`src/rtl/target_hit_tracker_pkg.sv`:
```
// Shared types, default parameters and helpers for the target hit tracker.
// The channel FSM encoding is fixed so that debug taps read the same everywhere.
package target_hit_pkg;

    typedef enum logic [1:0] {
        IDLE  = 2'd0,
        ARMED = 2'd1,
        HIT   = 2'd2,
        MISS  = 2'd3
    } ch_state_e;

    localparam int DEF_N_CH    = 2;
    localparam int DEF_N_SENS  = 10;
    localparam int DEF_IDX_W   = 4;
    localparam int DEF_TMR_W   = 32;
    localparam int DEF_DEB_CYC = 4;
    localparam int DEF_SCORE_W = 32;
    localparam int DEF_HIT_PTS = 1;

    // Widest hit vector the score adder can count in one cycle.
    localparam int POP_W = 64;

    function automatic logic [7:0] popcount(input logic [POP_W-1:0] v);
        logic [7:0] n;
        n = '0;
        for (int i = 0; i < POP_W; i++) begin
            n = n + {7'd0, v[i]};
        end
        return n;
    endfunction

endpackage

```
`src/rtl/target_hit_tracker_if.sv`:
```
// Processor-side bus of the target hit tracker: arm requests in, channel status
// and score out. The master side is the game processor, the slave side the tracker.
interface target_hit_tracker_if
    import target_hit_pkg::*;
#(
    parameter int N_CH    = DEF_N_CH,
    parameter int IDX_W   = DEF_IDX_W,
    parameter int TMR_W   = DEF_TMR_W,
    parameter int SCORE_W = DEF_SCORE_W
);
    // arm[c] is a single-cycle strobe with no back-pressure: the tracker always
    // accepts it on the clock edge where it is seen high, and arm_target/arm_length
    // for channel c are only meaningful on that edge. Pulses out are one cycle wide.
    logic [N_CH-1:0]       arm;
    logic [N_CH*IDX_W-1:0] arm_target;
    logic [N_CH*TMR_W-1:0] arm_length;
    logic                  clear_score;

    logic [N_CH*IDX_W-1:0] target_out;
    logic [N_CH-1:0]       active;
    logic [N_CH-1:0]       hit_pulse;
    logic [N_CH-1:0]       miss_pulse;
    logic [N_CH-1:0]       err_pulse;
    logic [SCORE_W-1:0]    score;
    logic [N_CH*2-1:0]     state_dbg;

    modport master (
        output arm, arm_target, arm_length, clear_score,
        input  target_out, active, hit_pulse, miss_pulse, err_pulse, score, state_dbg
    );

    modport slave (
        input  arm, arm_target, arm_length, clear_score,
        output target_out, active, hit_pulse, miss_pulse, err_pulse, score, state_dbg
    );

endinterface

```
`src/rtl/target_hit_tracker_channel.sv`:
```
// One target channel: arms a sensor index with a timeout, debounces the sensor
// and reports a single-cycle hit, miss or bad-arm event. All outputs are flops.
module target_channel
    import target_hit_pkg::*;
#(
    parameter int N_SENS  = DEF_N_SENS,
    parameter int IDX_W   = DEF_IDX_W,
    parameter int TMR_W   = DEF_TMR_W,
    parameter int DEB_CYC = DEF_DEB_CYC
) (
    input  logic              clock,
    input  logic              reset,
    input  logic              enable,
    input  logic [N_SENS-1:0] photo_array,
    input  logic              arm,
    input  logic [IDX_W-1:0]  arm_target,
    input  logic [TMR_W-1:0]  arm_length,
    output logic [IDX_W-1:0]  target_out,
    output logic              active,
    output logic              hit_pulse,
    output logic              miss_pulse,
    output logic              err_pulse,
    output ch_state_e         state_dbg
);

    localparam int DEB_W = $clog2(DEB_CYC + 1);
    localparam int PAD_W = 2 ** IDX_W;
    localparam logic [DEB_W-1:0] DEB_LAST = DEB_W'(DEB_CYC - 1);
    localparam logic [IDX_W:0]   SENS_LIM = (IDX_W + 1)'(N_SENS);

    ch_state_e        state_q, state_d;
    logic [IDX_W-1:0] idx_q, idx_d;
    logic [TMR_W-1:0] tmr_q, tmr_d;
    logic [DEB_W-1:0] deb_q, deb_d;
    logic [IDX_W-1:0] tgt_q, tgt_d;
    logic             active_q, active_d;
    logic             hit_q, hit_d;
    logic             miss_q, miss_d;
    logic             err_q, err_d;

    logic [PAD_W-1:0] sens_pad;
    logic             sens;
    logic             in_range;

    // Pad the sensor vector so any latched index selects a defined bit.
    always_comb begin
        sens_pad = '0;
        sens_pad[N_SENS-1:0] = photo_array;
        sens = sens_pad[idx_q];
        in_range = ({1'b0, arm_target} < SENS_LIM);
    end

    always_comb begin
        state_d = state_q;
        idx_d   = idx_q;
        tmr_d   = tmr_q;
        deb_d   = deb_q;
        err_d   = arm && !in_range;

        case (state_q)
            ARMED: begin
                if (enable) begin
                    deb_d = sens ? deb_q + DEB_W'(1) : '0;
                    // A completing debounce beats an expiring timer.
                    if (sens && (deb_q == DEB_LAST)) begin
                        state_d = HIT;
                    end else if (tmr_q == '0) begin
                        state_d = MISS;
                    end else begin
                        tmr_d = tmr_q - TMR_W'(1);
                    end
                end else begin
                    deb_d = '0;
                end
            end
            HIT, MISS: state_d = IDLE;
            default:   state_d = IDLE;
        endcase

        if (arm && in_range) begin
            state_d = ARMED;
            idx_d   = arm_target;
            tmr_d   = arm_length;
            deb_d   = '0;
        end

        if (state_d != ARMED) begin
            deb_d = '0;
        end

        active_d = (state_d == ARMED);
        hit_d    = (state_d == HIT);
        miss_d   = (state_d == MISS);
        tgt_d    = (state_d == ARMED) ? idx_d : '0;
    end

    always_ff @(posedge clock or negedge reset) begin
        if (!reset) begin
            state_q  <= IDLE;
            idx_q    <= '0;
            tmr_q    <= '0;
            deb_q    <= '0;
            tgt_q    <= '0;
            active_q <= 1'b0;
            hit_q    <= 1'b0;
            miss_q   <= 1'b0;
            err_q    <= 1'b0;
        end else begin
            state_q  <= state_d;
            idx_q    <= idx_d;
            tmr_q    <= tmr_d;
            deb_q    <= deb_d;
            tgt_q    <= tgt_d;
            active_q <= active_d;
            hit_q    <= hit_d;
            miss_q   <= miss_d;
            err_q    <= err_d;
        end
    end

    assign target_out = tgt_q;
    assign active     = active_q;
    assign hit_pulse  = hit_q;
    assign miss_pulse = miss_q;
    assign err_pulse  = err_q;
    assign state_dbg  = state_q;

endmodule

```
`src/rtl/target_hit_tracker.sv`:
```
// Multi-channel target manager: N_CH independent target channels sharing a
// saturating score accumulator that counts their hit events.
module target_hit_tracker
    import target_hit_pkg::*;
#(
    parameter int N_CH    = DEF_N_CH,
    parameter int N_SENS  = DEF_N_SENS,
    parameter int IDX_W   = DEF_IDX_W,
    parameter int TMR_W   = DEF_TMR_W,
    parameter int DEB_CYC = DEF_DEB_CYC,
    parameter int SCORE_W = DEF_SCORE_W,
    parameter int HIT_PTS = DEF_HIT_PTS
) (
    input  logic                  clock,
    input  logic                  reset,
    input  logic                  enable,
    input  logic [N_SENS-1:0]     photo_array,
    target_hit_tracker_if.slave   bus
);

    localparam int SUM_W = ((SCORE_W > 32) ? SCORE_W : 32) + 1;
    localparam logic [SCORE_W-1:0] SCORE_SAT = '1;

    logic [N_CH*IDX_W-1:0] tgt_w;
    logic [N_CH-1:0]       active_w;
    logic [N_CH-1:0]       hit_w;
    logic [N_CH-1:0]       miss_w;
    logic [N_CH-1:0]       err_w;
    logic [N_CH*2-1:0]     state_w;

    for (genvar c = 0; c < N_CH; c++) begin : g_ch
        ch_state_e st_c;

        target_channel #(
            .N_SENS  (N_SENS),
            .IDX_W   (IDX_W),
            .TMR_W   (TMR_W),
            .DEB_CYC (DEB_CYC)
        ) u_ch (
            .clock       (clock),
            .reset       (reset),
            .enable      (enable),
            .photo_array (photo_array),
            .arm         (bus.arm[c]),
            .arm_target  (bus.arm_target[c*IDX_W +: IDX_W]),
            .arm_length  (bus.arm_length[c*TMR_W +: TMR_W]),
            .target_out  (tgt_w[c*IDX_W +: IDX_W]),
            .active      (active_w[c]),
            .hit_pulse   (hit_w[c]),
            .miss_pulse  (miss_w[c]),
            .err_pulse   (err_w[c]),
            .state_dbg   (st_c)
        );

        assign state_w[c*2 +: 2] = st_c;
    end

    logic [SCORE_W-1:0] score_q, score_d;
    logic [POP_W-1:0]   pop_in;
    logic [SUM_W-1:0]   base_ext, add_ext, sum;

    // Clear happens first so hits landing on the clear cycle still count.
    always_comb begin
        pop_in = '0;
        pop_in[N_CH-1:0] = hit_w;
        base_ext = '0;
        if (!bus.clear_score) begin
            base_ext = SUM_W'(score_q);
        end
        add_ext = SUM_W'(32'(popcount(pop_in)) * 32'(HIT_PTS));
        sum = base_ext + add_ext;
        score_d = (sum > SUM_W'(SCORE_SAT)) ? SCORE_SAT : sum[SCORE_W-1:0];
    end

    always_ff @(posedge clock or negedge reset) begin
        if (!reset) begin
            score_q <= '0;
        end else begin
            score_q <= score_d;
        end
    end

    assign bus.target_out = tgt_w;
    assign bus.active     = active_w;
    assign bus.hit_pulse  = hit_w;
    assign bus.miss_pulse = miss_w;
    assign bus.err_pulse  = err_w;
    assign bus.score      = score_q;
    assign bus.state_dbg  = state_w;

endmodule
```
`src/flat_wrapper.sv`:
```
// flat-port wrapper written by rule: the top's interface ports become plain ports
module target_hit_tracker_flat import target_hit_pkg::*;
#(
    parameter int N_CH    = DEF_N_CH,
    parameter int N_SENS  = DEF_N_SENS,
    parameter int IDX_W   = DEF_IDX_W,
    parameter int TMR_W   = DEF_TMR_W,
    parameter int DEB_CYC = DEF_DEB_CYC,
    parameter int SCORE_W = DEF_SCORE_W,
    parameter int HIT_PTS = DEF_HIT_PTS
)
  (clock, reset, enable, photo_array, bus_arm, bus_arm_target, bus_arm_length, bus_clear_score, bus_target_out, bus_active, bus_hit_pulse, bus_miss_pulse, bus_err_pulse, bus_score, bus_state_dbg);
  target_hit_tracker_if #(.N_CH(N_CH), .IDX_W(IDX_W), .TMR_W(TMR_W), .SCORE_W(SCORE_W)) bus_i ();
  input  logic clock;
  input  logic reset;
  input  logic enable;
  input  logic [N_SENS-1:0] photo_array;
  input wire logic [$bits(bus_i.arm)-1:0] bus_arm;
  input wire logic [$bits(bus_i.arm_target)-1:0] bus_arm_target;
  input wire logic [$bits(bus_i.arm_length)-1:0] bus_arm_length;
  input wire logic [$bits(bus_i.clear_score)-1:0] bus_clear_score;
  output wire logic [$bits(bus_i.target_out)-1:0] bus_target_out;
  output wire logic [$bits(bus_i.active)-1:0] bus_active;
  output wire logic [$bits(bus_i.hit_pulse)-1:0] bus_hit_pulse;
  output wire logic [$bits(bus_i.miss_pulse)-1:0] bus_miss_pulse;
  output wire logic [$bits(bus_i.err_pulse)-1:0] bus_err_pulse;
  output wire logic [$bits(bus_i.score)-1:0] bus_score;
  output wire logic [$bits(bus_i.state_dbg)-1:0] bus_state_dbg;
  assign bus_i.arm = bus_arm;
  assign bus_i.arm_target = bus_arm_target;
  assign bus_i.arm_length = bus_arm_length;
  assign bus_i.clear_score = bus_clear_score;
  assign bus_target_out = bus_i.target_out;
  assign bus_active = bus_i.active;
  assign bus_hit_pulse = bus_i.hit_pulse;
  assign bus_miss_pulse = bus_i.miss_pulse;
  assign bus_err_pulse = bus_i.err_pulse;
  assign bus_score = bus_i.score;
  assign bus_state_dbg = bus_i.state_dbg;
  target_hit_tracker #(.N_CH(N_CH), .N_SENS(N_SENS), .IDX_W(IDX_W), .TMR_W(TMR_W), .DEB_CYC(DEB_CYC), .SCORE_W(SCORE_W), .HIT_PTS(HIT_PTS)) u_core (.clock(clock), .reset(reset), .enable(enable), .photo_array(photo_array), .bus(bus_i));
endmodule
```
`config.mk`:
```
export PLATFORM = sky130hd
export DESIGN_NAME = target_hit_tracker_flat
export DESIGN_NICKNAME = d
export VERILOG_FILES = /design/src/rtl/target_hit_tracker_pkg.sv /design/src/rtl/target_hit_tracker_if.sv /design/src/rtl/target_hit_tracker_channel.sv /design/src/rtl/target_hit_tracker.sv /design/src/flat_wrapper.sv
export SDC_FILE = /design/constraint.sdc
export NUM_CORES = 1
export LEC_CHECK = 0
export CAP_MARGIN = 20
export CORE_MARGIN = 5
export CORE_UTILIZATION = 35
export CTS_BUF_LIST = sky130_fd_sc_hd__clkbuf_16
export DETAILED_ROUTE_END_ITERATION = 7
export SYNTH_ARGS = -nofsm -noshare
export SYNTH_HDL_FRONTEND = slang
export SYNTH_SLANG_ARGS = --single-unit
```
`constraint.sdc`:
```
create_clock -name clock -period 5 [get_ports clock]
set_input_delay 1 -clock clock [delete_from_list [all_inputs] [get_ports clock]]
set_output_delay 1 -clock clock [all_outputs]
set_load 0.01 [all_outputs]
```
======== Yosys cells after proc, flatten, opt, wreduce, memory -nomap -nowiden ========
Cells that the tools add are included.
cells by class
  reductions and logical operators ........ 18
  add/sub/neg operators ................... 6
  magnitude comparators ................... 5
  equality and inequality tests ........... 16
  multiplexer cells ....................... 40
operators with widths
  cell                                                                           count
  32-bit 2-to-1 mux                                                              12
  32-bit zero test                                                               2
  32-bit by 1-bit subtractor with 32-bit output (second input constant)          2
  32-bit by 8-bit adder with 33-bit output                                       1
  33-bit by 32-bit > comparator with 1-bit output (second input constant)        1
  3-bit 2-to-1 mux                                                               10
  2-bit 2-to-1 mux                                                               10
  4-bit 2-to-1 mux                                                               4
  2-bit by 1-bit inequality test with 1-bit output (second input constant)       6
  4-bit by 5-bit less-than comparator with 1-bit output (second input constant)  2
  1-bit binary-select mux with 4-bit select                                      2
  2-bit by 1-bit == test with 1-bit output (second input constant)               4
  2-bit == test (second input constant)                                          4
  4-bit less-than comparator (second input constant)                             2
  4-bit AND reduction                                                            2
  2-bit nonzero test                                                             4
  3-bit by 1-bit adder with 3-bit output (second input constant)                 2
  3-bit by 2-bit == test with 1-bit output (second input constant)               2
  1-bit logical AND                                                              6
  3-bit nonzero test                                                             2
  1-bit by 1-bit adder with 2-bit output                                         1
  1-bit zero test                                                                2
  1-bit 2-to-1 mux                                                               2
word-level totals
  logic and storage cells ................. 104
  input port bits ......................... 88
  register bits after elaboration ......... 130
  output and inout bits ................... 52

======== Depth between registers and ports, before layout ========
Gate-level depths: netlist (run 1).
  word-level depth ........................ 9
  gate-level depth with buffers ........... 11
  depth with buffers taken out ............ 8

======== By module ========
From an unflattened synthesis (run 1), not the netlist that was laid out.
second synthesis, totals
  cell total of the unflattened synthesis .. 793
  area, all modules ....................... 7368.3 µm²
modules (own cells, without submodules)
  module              cells each  seq. area each (µm²)  times used  area an instance (µm²)
  target_channel      302         1226.2                2           2738.9
  target_hit_tracker  189         800.8                 1           1890.6

======== Least setup slack after synthesis (run 1) ========
Ideal clock, no wire load.
  path kind ............................... input to register
  start ................................... input bus_clear_score
  end ..................................... register u_core.score_q[20] (netlist: u_core.bus.score[20])
  path buffers ............................ 4
  stages on the path ...................... 11
  required time ........................... 4.860 ns
  library setup time ...................... 0.140 ns
  slack ................................... 1.585 ns
  arrival time ............................ 3.275 ns
  cell sequence ........................... clkbuf_1 clkbuf_1 nor2b_1 ha_1 fa_1 and3_1 nand3_1 or4_1 clkbuf_1 clkbuf_1 o21ai_0
between the ends
  word-level cells in the longest chain between the ends .. 4
RTL lines
  element                                          line                      RTL
  start, declared                                  flat_wrapper.sv:21        input wire logic [$bits(bus_i.clear_score)-1:0] bus_clear_score;
  32-bit 2-to-1 mux (*)                            target_hit_tracker.sv:67  if (!bus.clear_score) begin
  32-bit by 8-bit adder with 33-bit output (*)     target_hit_tracker.sv:71  sum = base_ext + add_ext;
  33-bit by 32-bit > comparator with 1-bit output  target_hit_tracker.sv:72  score_d = (sum > SUM_W'(SCORE_SAT)) ? SCORE_SAT : sum[SCORE_W-1:0];
  32-bit 2-to-1 mux (*)                            target_hit_tracker.sv:72
  net u_core.score_d[20]                           target_hit_tracker.sv:58  logic [SCORE_W-1:0] score_q, score_d;
  end signal, assigned                             target_hit_tracker.sv:79  score_q <= score_d;
  end, declared                                    target_hit_tracker.sv:58
The timed path passes the listed nets; every way through them passes the cells marked *.
A chain may end at the register's enable or synchronous reset.

======== Worst setup path in the final report (run 1) ========
  start ................................... input bus_clear_score
  end ..................................... register u_core.score_q[29] (netlist: u_core.bus.score[29])
Same word-level chain as after synthesis.

==> impl_metrics.csv, run 1 <==
group,metric,value,unit
grt,track_usage,16.7,%
floorplanning,dieHeight,152,µm
setup_path,critical_path_class,"in -> reg",
power,peakVddDrop,0.206,mV
power,pwr-share-clk,43.0,%
timing,worst_slack,1.62,ns
timing,drv_slew,0,
routing,wl_per_cell,16.0,µm
synthesis,synth_cells,761,
power,comb_power_share,14.3,%
power,pwr-share-seq,42.7,%
routing,ant_nets,0,
place,gp_congestion,0.878,
clock_tree,clk_pin_slew,0.06,ns
routing,drtIter0Drc,307,
hold_path,whs_endpoint,"u_core.g_ch[0].u_ch.deb_q[0]",
clock_tree,cts_tree,"done",
floorplanning,die_x,152,µm
clock_tree,root_buffer,"clkbuf_16",
synthesis,yosysTopAreaCell,"dfrtp_1",
synthesis,synth_top_area_share,46.4,%
floorplanning,die-area,0.0230,mm²
setup_path,rrSetupSlack,1.96,ns
synthesis,syn_avg_cell_area,9.22,µm²
clock_tree,clk_latency,0.41,ns
floorplanning,ioPinCount,140,
synthesis,syn_nets,859,
setup_path,endpoint_kind,"register",
setup_path,cpPeakStageDelay,0.71,ns
synthesis,yosysMostFrequentCell,"dfrtp_1",
clock_tree,post_cts_buffers,0,
layout,fin_nets,988,
synthesis,synthArstFlopShare,100,%
hold_path,hold_path_depth,1,
timing,max_freq,296,MHz
clock_tree,cts_sinks,130,
setup_path,reg2reg_depth,6,
routing,drt_first_pass_iters,5,
routing,via_per_inst,5.09,
grt,grt_start_max_net_pins,99,
timing,fin_setup_tns,0,ns
hold_path,worst_hold_path_type,"reg -> reg",
setup_path,crit_required,5.32,ns
synthesis,ys_warn_count,0,
routing,wl_met1,8820,µm
setup_path,cp-start-kind,"input pin",
setup_path,crit_slowest_cell,"or4_1",
clock_tree,numCtsBuffers,17,
power,intPower,2.19,mW
power,p_sw,0.767,mW
routing,topRoutingLayerUsed,"met5",
floorplanning,initial_core_util,35.8,%
timing,fin_crit,3.38,ns
timing,rsz0062_at_grt,"false",
timing,max_slew.worst_pin.slew,1.03,ns
grt,grt_pass1_wl,30300,µm
floorplanning,placementRows,51,
layout,drive_gt1_share,6.98,%
synthesis,synth.yosys.seq_area_share,46.4,%
run_status,status,"complete, no violations",
hold_path,holdCritStartpoint,"u_core.g_ch[0].u_ch.deb_q[0]",
power,sw_frac_of_total,25.9,%
routing,wirelength,18700,µm
synthesis,yosys-top-cells-count,"dfrtp_1 (130), nand2_1 (101), o21ai_0 (63)",
clock_tree,clockBufferDepth,2,
setup_path,r2r-start,"u_core.g_ch[1].u_ch.tmr_q[7]",
floorplanning,coreArea,0.0196,mm²
place,dp_slack,1.22,ns
place,io_buffers,139,
grt,grt-ovfl-total,0,
synthesis,synth_top_flop_cell,"dfrtp_1",
timing,skew,0.00851,ns
layout,area_delta_synth_final,31.8,%
power,cellLeakagePower,3.67,nW
power,powerDensity,320,mW/mm²
timing,final_hold_viol_count,0,
timing,maxSlewHeadroom,31.5,%
setup_path,path_cells,"clkdlybuf4s50_1, nor2b_1, ha_1, fa_1, and3_1, nand3_1, or4_1, and3b_1, nor3_1",
clock_tree,cts_resized,0,
grt,grt_pass1_vias,5935,
routing,wl_met2,8550,µm
place,hpwl,13700,µm
synthesis,synth-seq-cells,130,
setup_path,worst_ep_arrival_time,3.69,ns
timing,min_period_over_period,67.6,%
setup_path,path_max_fanout,8,
grt,antenna_found_initial,2,
run,drv_cap,0,
clock_tree,htreeDepth,4,
layout,n_antenna_cell,0,
routing,vias,5942,
routing,drc,0,
timing,setup_viol,0,
clock_tree,hold_buffers,0,
routing,wl_met3,1110,µm
synthesis,ys_types,58,
synthesis,netlist_area,0.00702,mm²
synthesis,synth_edf_count,0,
setup_path,worstReg2RegEnd,"u_core.g_ch[1].u_ch.target_out[1]",
synthesis,synthTopCellsByArea,"dfrtp_1 (46%), xor2_1 (7.2%), nand2_1 (5.4%), o21ai_0 (4.5%), nand3_1 (3.3%)",
metrics by stage:
stage / instances / cell area, µm² / hold WS (ns) / util (%) / power [mW]
6_report: 1168 / 9250 / 0.435 / 47.2 / 2.96
5_1_grt: 1168 / 9250 / 0.453 / 47.2 / 3.11
4_1_cts: 1167 / 9230 / 0.439 / 47.1 / 2.99
3_5_place_dp: 1135 / 8630 / 0.432 / 44.1 / 1.70
3_3_place_gp: 1135 / 8630 / 0.424 / 44.1 / 1.70
2_1_floorplan: 761 / 7020 / 0.410 / - / 1.51
placed cells by master (no fill, tap or decap), types with 4 or more instances in the layout:
| cell type | n |
|---|---|
| clkdlybuf4s50_1 | 138 |
| dfrtp_1 | 130 |
| nand2_1 | 101 |
| o21ai_0 | 63 |
| xor2_1 | 58 |
| nor2_1 | 56 |
| nand3_1 | 46 |
| nor3_1 | 25 |
| a21oi_1 | 24 |
| inv_1 | 20 |
| nand4_1 | 19 |
| clkbuf_16 | 17 |
| xnor2_1 | 16 |
| nor4_1 | 14 |
| and3_1 | 13 |
| a31oi_1 | 13 |
| buf_4 | 11 |
| nand2b_1 | 10 |
| nor2b_1 | 10 |
| or4_1 | 9 |
| ha_1 | 9 |
| o21ai_1 | 8 |
| nand4b_1 | 8 |
| nand3b_1 | 7 |
| or3_1 | 6 |
| o31ai_1 | 5 |
| mux2i_1 | 4 |
| mux4_2 | 4 |
| and2_1 | 4 |
| clkinv_2 | 4 |
| bufinv_16 | 4 |
critical path, delay by kind of cell:
| kind | cells | cell delay, ns |
|---|---|---|
| simple gates | 6 | 1.75 |
| fa+ha+maj | 2 | 0.47 |
| buf+inv | 1 | 0.47 |
power by group through the flow:
stage          logic [mW]  clock network, mW  registers, mW
6_report            0.422               1.27           1.26
5_1_grt             0.479               1.36           1.28
4_1_cts             0.427               1.30           1.26
3_5_place_dp        0.425                  0           1.28
3_3_place_gp        0.419                  0           1.28
2_1_floorplan       0.249                  0           1.26
layout make-up:
cell class              instances  area, µm²
flip-flops and latches        130       3250
well taps                     265        332
clock buffers                  17        425
clock inverters                15        174
inverters                      18       67.6
fillers                      1902      10300
multi-input cells             572       3500
repair buffers                151       1490
registers in the layout (all words and copies together) (netlist names):
name,flops
u_core.g_ch.u_ch.tmr_q,64
u_core.g_ch.u_ch.deb_q,6
u_core.g_ch.u_ch.err_pulse,2
u_core.bus.score,32
u_core.g_ch.u_ch.hit_pulse,2
u_core.g_ch.u_ch.target_out,8
u_core.g_ch.u_ch.miss_pulse,2
u_core.g_ch.u_ch.active,2
u_core.g_ch.u_ch.idx_q,8
u_core.g_ch.u_ch.state_dbg,4
worst max-delay path by stage:
stage / start / endpoint / slack [ns] / depth (start not counted)
after floorplan: bus_clear_score / u_core.bus.score[20] / 1.59 / 11
after global placement: photo_array[0] / u_core.g_ch[0].u_ch.tmr_q[10] / 1.29 / 8
after detailed placement: photo_array[7] / u_core.g_ch[0].u_ch.tmr_q[10] / 1.22 / 8
after CTS: photo_array[7] / u_core.g_ch[0].u_ch.tmr_q[10] / 1.67 / 8
after global routing: bus_clear_score / u_core.bus.score[3] / 1.48 / 8
final: bus_clear_score / u_core.bus.score[29] / 1.62 / 9
metal layers:
layer,track usage [%],vias up
met5,0,-
met4,5.03,4
met3,4.31,20
met2,26.2,138
met1,22.9,2836
li1,-,2944
kinds of logic after synthesis:
family	Yosys count	share of synthesized area [%]
AO/OA/AOI/OAI	128	10.7
flip-flops	130	46.4
AND/OR/NAND/NOR	350	25.9
XOR/XNOR	74	9.24
adder cells (fa/ha/maj)	10	1.89
buffers and inverters	59	3.73
multiplexers	10	2.18
No activity file was read; power rests on OpenSTA's default activity.
==> inputs of run 2 (changes only) <==
==> constraint.sdc (replaced) <==
create_clock -name clock -period 3.5 [get_ports clock]
set_input_delay 0.7 -clock clock [delete_from_list [all_inputs] [get_ports clock]]
set_output_delay 0.7 -clock clock [all_outputs]
set_load 0.01 [all_outputs]
==> impl_metrics.csv, run 2 (synthesis results as in run 1) <==
group,metric,value,unit
clock_tree,cts_resized,0,
clock_tree,htreeDepth,4,
layout,design_area,0.00928,mm²
setup_path,crit_buf_inv,2,
routing,via_per_inst,5.07,
place,io_buffers,139,
power,powerDensity,433,mW/mm²
layout,layoutNonFillerInstCount,1180,
grt,track_usage,16.7,%
setup_path,cpPeakStageDelay,0.64,ns
floorplanning,die_x,152,µm
layout,post-route-util,47.3,%
timing,worst_slack,0.690,ns
layout,mostFrequentLayoutCells,"clkdlybuf4s50_1 (138), dfrtp_1 (130), nand2_1 (101), o21ai_0 (63), xor2_1 (58)",
power,total_power,4.02,mW
layout,multi_input_area,0.00350,mm²
floorplanning,ioPinCount,140,
layout,register_area,0.00325,mm²
timing,min_period_over_period,80.3,%
setup_path,path_cells,"clkdlybuf4s50_1, nor2b_1, ha_1, fa_1, and3_1, nand3_1, or4_1, buf_4, o311ai_0",
clock_tree,clk_latency,0.41,ns
place,gp_congestion,0.840,
timing,drv_slew,0,
timing,skew,0.00935,ns
setup_path,r2r-start,"u_core.g_ch[1].u_ch.tmr_q[27]",
setup_path,worst_ep_arrival_time,3.11,ns
setup_path,reg2reg_depth,7,
power,peakVddDrop,0.328,mV
grt,grt-ovfl-total,0,
place,dpl_cell_area,0.00875,mm²
floorplanning,initial_core_util,35.8,%
timing,fin_crit,2.81,ns
setup_path,critical_path_class,"in -> reg",
floorplanning,placementRows,51,
clock_tree,cts_sinks,130,
timing,max_slew.worst_pin.slew,0.725,ns
routing,drt_first_pass_iters,4,
routing,ant_nets,0,
setup_path,worstReg2RegEnd,"u_core.g_ch[1].u_ch.tmr_q[4]",
timing,maxSlewHeadroom,51.6,%
floorplanning,dieHeight,152,µm
setup_path,critPathTopFamily,"simple AND/OR/NAND/NOR gates",
clock_tree,root_buffer,"clkbuf_16",
routing,wl_per_cell,15.8,µm
setup_path,crit_slowest_cell,"or4_1",
routing,drtIter0Drc,365,
clock_tree,numCtsBuffers,17,
timing,whs,0.284,ns
setup_path,endpoint_kind,"register",
timing,final_hold_viol_count,0,
clock_tree,post_cts_buffers,0,
layout,drive_gt1_share,8.31,%
run,drv_cap,0,
clock_tree,cts_tree,"done",
power,cellLeakagePower,3.70,nW
clock_tree,hold_buffers,0,
clock_tree,clockBufferDepth,2,
place,dp.cells,1149,
grt,grt_start_max_net_pins,69,
floorplanning,coreArea,0.0196,mm²
hold_path,worst_hold_path_type,"in -> async",
setup_path,rrSetupSlack,0.82,ns
layout,largest_reg_flops,64,
timing,fin_setup_tns,0,ns
setup_path,cp-start-kind,"input pin",
grt,antenna_found_initial,0,
setup_path,path_max_fanout,18,
run_status,status,"complete, no violations",
layout,layout_commonest_cell,"clkdlybuf4s50_1",
timing,rsz0062_at_grt,"false",
place,dp_slack,0.288,ns
place,hpwl,13700,µm
clock_tree,clk_pin_slew,0.06,ns
setup_path,crit_required,3.79,ns
grt,grt_pass1_vias,5945,
layout,area_delta_synth_final,32.2,%
timing,setup_viol,0,
layout,fillers,1911,
routing,wirelength,18600,µm
floorplanning,die-area,0.0230,mm²
routing,vias,5979,
layout,regMostFlops,"u_core.g_ch.u_ch.tmr_q",
routing,drc,0,
timing,max_freq,356,MHz
layout,n_antenna_cell,0,
grt,grt_pass1_wl,30400,µm
layout,fin_nets,1001,
run 2: final cells by class:
type                    instances  share of cell area [%]
multi-input cells             572                    37.8
flip-flops and latches        130                    35.1
repair buffers                164                    17.2
clock buffers                  17                    4.59
well taps                     265                    3.57
clock inverters                14                    1.09
inverters                      18                   0.728
run 2: how the worst max path moves through the flow:
| stage | end | start | cells after the start | slack, ns |
|---|---|---|---|---|
| after global routing | u_core.g_ch[0].u_ch.tmr_q[30] | u_core.g_ch[0].u_ch.tmr_q[8] | 6 | 0.47 |
| after floorplan | u_core.bus.score[20] | bus_clear_score | 11 | 0.39 |
| final | u_core.bus.score[3] | bus_clear_score | 9 | 0.69 |
| after global placement | u_core.g_ch[0].u_ch.tmr_q[29] | photo_array[0] | 7 | 0.31 |
| after detailed placement | u_core.g_ch[0].u_ch.tmr_q[29] | photo_array[0] | 7 | 0.29 |
| after CTS | u_core.bus.score[3] | bus_clear_score | 9 | 0.71 |
run 2: worst register-to-register path: cells and delay by family, from the launching register on:
family	cells	cell delay, ns
flip-flops	1	0.39
AND/OR/NAND/NOR	4	1.61
XOR/XNOR	1	0.16
AO/OA/AOI/OAI	1	0.08
buffers and inverters	1	0.31
run 2: per-layer routing:
metal,GRT usage [%],vias up,wire [µm]
li1,-,2962,-
met1,24.0,2837,8960
met2,25.6,162,8170
met3,3.75,18,1280
met4,4.27,0,189
met5,0,-,0
run 2: power breakdown:
| part | internal (mW) | switching [mW] |
|---|---|---|
| clock network | 0.954 | 0.638 |
| registers | 1.65 | 0.153 |
| logic | 0.316 | 0.301 |
| total | 2.92 | 1.09 |
==> inputs of run 3 (changes only) <==
==> constraint.sdc (replaced) <==
create_clock -name clock -period 2.5 [get_ports clock]
set_input_delay 0.5 -clock clock [delete_from_list [all_inputs] [get_ports clock]]
set_output_delay 0.5 -clock clock [all_outputs]
set_load 0.01 [all_outputs]
==> impl_metrics.csv, run 3 (synthesis results as in run 1) <==
group,metric,value,unit
run_status,status,"complete, no violations",
layout,layoutNonFillerInstCount,1224,
setup_path,reg2reg_depth,7,
setup_path,worst_ep_arrival_time,2.79,ns
floorplanning,ioPinCount,140,
timing,fin_setup_tns,0,ns
timing,drv_slew,0,
routing,ant_nets,0,
place,io_buffers,139,
routing,drtIter0Drc,302,
clock_tree,post_cts_buffers,0,
setup_path,rrSetupSlack,0.12,ns
power,peakVddDrop,0.483,mV
routing,wl_per_cell,15.6,µm
routing,via_per_inst,5.05,
clock_tree,cts_tree,"done",
floorplanning,coreArea,0.0196,mm²
place,dpl_cell_area,0.00914,mm²
power,total_power,5.77,mW
setup_path,crit_required,2.85,ns
clock_tree,clockBufferDepth,2,
setup_path,cp-start-kind,"input pin",
clock_tree,numCtsBuffers,17,
timing,fin_crit,2.44,ns
hold_path,worst_hold_path_type,"in -> async",
layout,design_area,0.00972,mm²
power,cellLeakagePower,3.91,nW
routing,vias,6182,
layout,regMostFlops,"u_core.g_ch.u_ch.tmr_q",
routing,drc,0,
layout,n_antenna_cell,0,
clock_tree,clk_pin_slew,0.06,ns
floorplanning,dieHeight,152,µm
clock_tree,clk_latency,0.42,ns
routing,drt_first_pass_iters,5,
layout,largest_reg_flops,64,
setup_path,path_cells,"clkdlybuf4s50_1, mux4_2, and3_4, a2111oi_4, buf_4, nand2_4, or4_4, nor2_2",
grt,antenna_found_initial,0,
timing,skew,0.0107,ns
place,gp_congestion,0.823,
layout,fillers,1887,
grt,grt_start_max_net_pins,59,
floorplanning,die-area,0.0230,mm²
layout,layout_commonest_cell,"clkdlybuf4s50_1",
setup_path,endpoint_kind,"register",
layout,area_delta_synth_final,38.5,%
grt,grt-ovfl-total,0,
run,drv_cap,0,
floorplanning,placementRows,51,
grt,track_usage,17.1,%
grt,grt_pass1_vias,6175,
place,dp.cells,1192,
timing,min_period_over_period,97.4,%
layout,drive_gt1_share,14.4,%
place,hpwl,14400,µm
routing,wirelength,19100,µm
setup_path,crit_slowest_cell,"mux4_2",
timing,maxSlewHeadroom,63.1,%
floorplanning,die_x,152,µm
timing,final_hold_viol_count,0,
layout,mostFrequentLayoutCells,"clkdlybuf4s50_1 (138), dfrtp_1 (128), nand2_1 (101), buf_4 (64), o21ai_0 (63)",
clock_tree,root_buffer,"clkbuf_16",
setup_path,cp-endpoint,"u_core.g_ch[1].u_ch.deb_q[2]",
floorplanning,initial_core_util,35.8,%
setup_path,critical_path_class,"in -> reg",
timing,max_freq,411,MHz
grt,grt_pass1_wl,31100,µm
setup_path,cpPeakStageDelay,0.53,ns
clock_tree,htreeDepth,4,
setup_path,path_max_fanout,3,
setup_path,r2r-start,"u_core.g_ch[1].u_ch.idx_q[0]",
layout,fin_nets,1044,
clock_tree,cts_sinks,130,
timing,max_slew.worst_pin.slew,0.548,ns
power,powerDensity,594,mW/mm²
setup_path,worstReg2RegEnd,"u_core.g_ch[1].u_ch.deb_q[2]",
timing,setup_viol,0,
setup_path,startpoint,"photo_array[5]",
run 3: cell types whose count changed in the layout (fill, tap and decap cells not counted), sizes merged:
cell	previous run	this run
inv	20	25
clkinv	8	2
buf	26	69
clkinvlp	3	6
bufinv	1	0
run 3: power breakdown:
group	switching (mW)	total [mW]	internal, mW
combinational	0.437	0.923	0.486
sequential	0.219	2.53	2.32
clock	1.02	2.32	1.29
run 3: worst min path at each step:
stage / startpoint / to / cells past startpoint
5_1_grt: reset / u_core.g_ch[1].u_ch.err_pulse / 1
2_1_floorplan: reset / u_core.bus.score[0] / 0
3_3_place_gp: u_core.g_ch[0].u_ch.deb_q[0] / u_core.g_ch[0].u_ch.deb_q[0] / 1
3_5_place_dp: u_core.g_ch[0].u_ch.deb_q[0] / u_core.g_ch[0].u_ch.deb_q[0] / 1
6_report: reset / u_core.g_ch[1].u_ch.err_pulse / 1
4_1_cts: reset / u_core.g_ch[1].u_ch.err_pulse / 1
run 3: repair_timing:
item	4_1_cts	5_1_grt
hold buffers	0	0
resized for setup	0	10
setup endpoints to repair	0	45
run 3: metal layers:
layer	vias to the layer above	track usage (%)	routed length, µm
met5	-	0	0
met4	0	4.63	206
met3	17	3.93	1270
met2	159	27.0	8710
met1	2951	23.6	8920
li1	3055	-	-
run 3: worst max-delay path, delay by kind of cell:
family                 cells  cell delay, ns
buffers and inverters      2            0.65
AND/OR/NAND/NOR            4            0.79
multiplexers               1            0.53
AO/OA/AOI/OAI              1            0.31
run 3: stage by stage:
step | utilization, % | setup WS [ns] | hold WS, ns
finish | 49.6 | 0.0649 | 0.0331
global route | 49.6 | -0.00304 | 0.0936
CTS | 49.4 | 0.00639 | 0.0696
detailed placement | 46.6 | -0.406 | 0.433
global placement | 46.6 | -0.372 | 0.427
floorplan | - | -0.00355 | 0.204
run 3: area by class of cell:
cell class / count / area, µm² / area share, %
sequential: 130 / 3260 / 33.5
tap: 265 / 332 / 3.41
timing repair buffer: 207 / 1950 / 20.1
clock buffer: 17 / 425 / 4.38
clock inverter: 15 / 124 / 1.27
multi-input combinational: 572 / 3560 / 36.7
inverter: 18 / 67.6 / 0.695
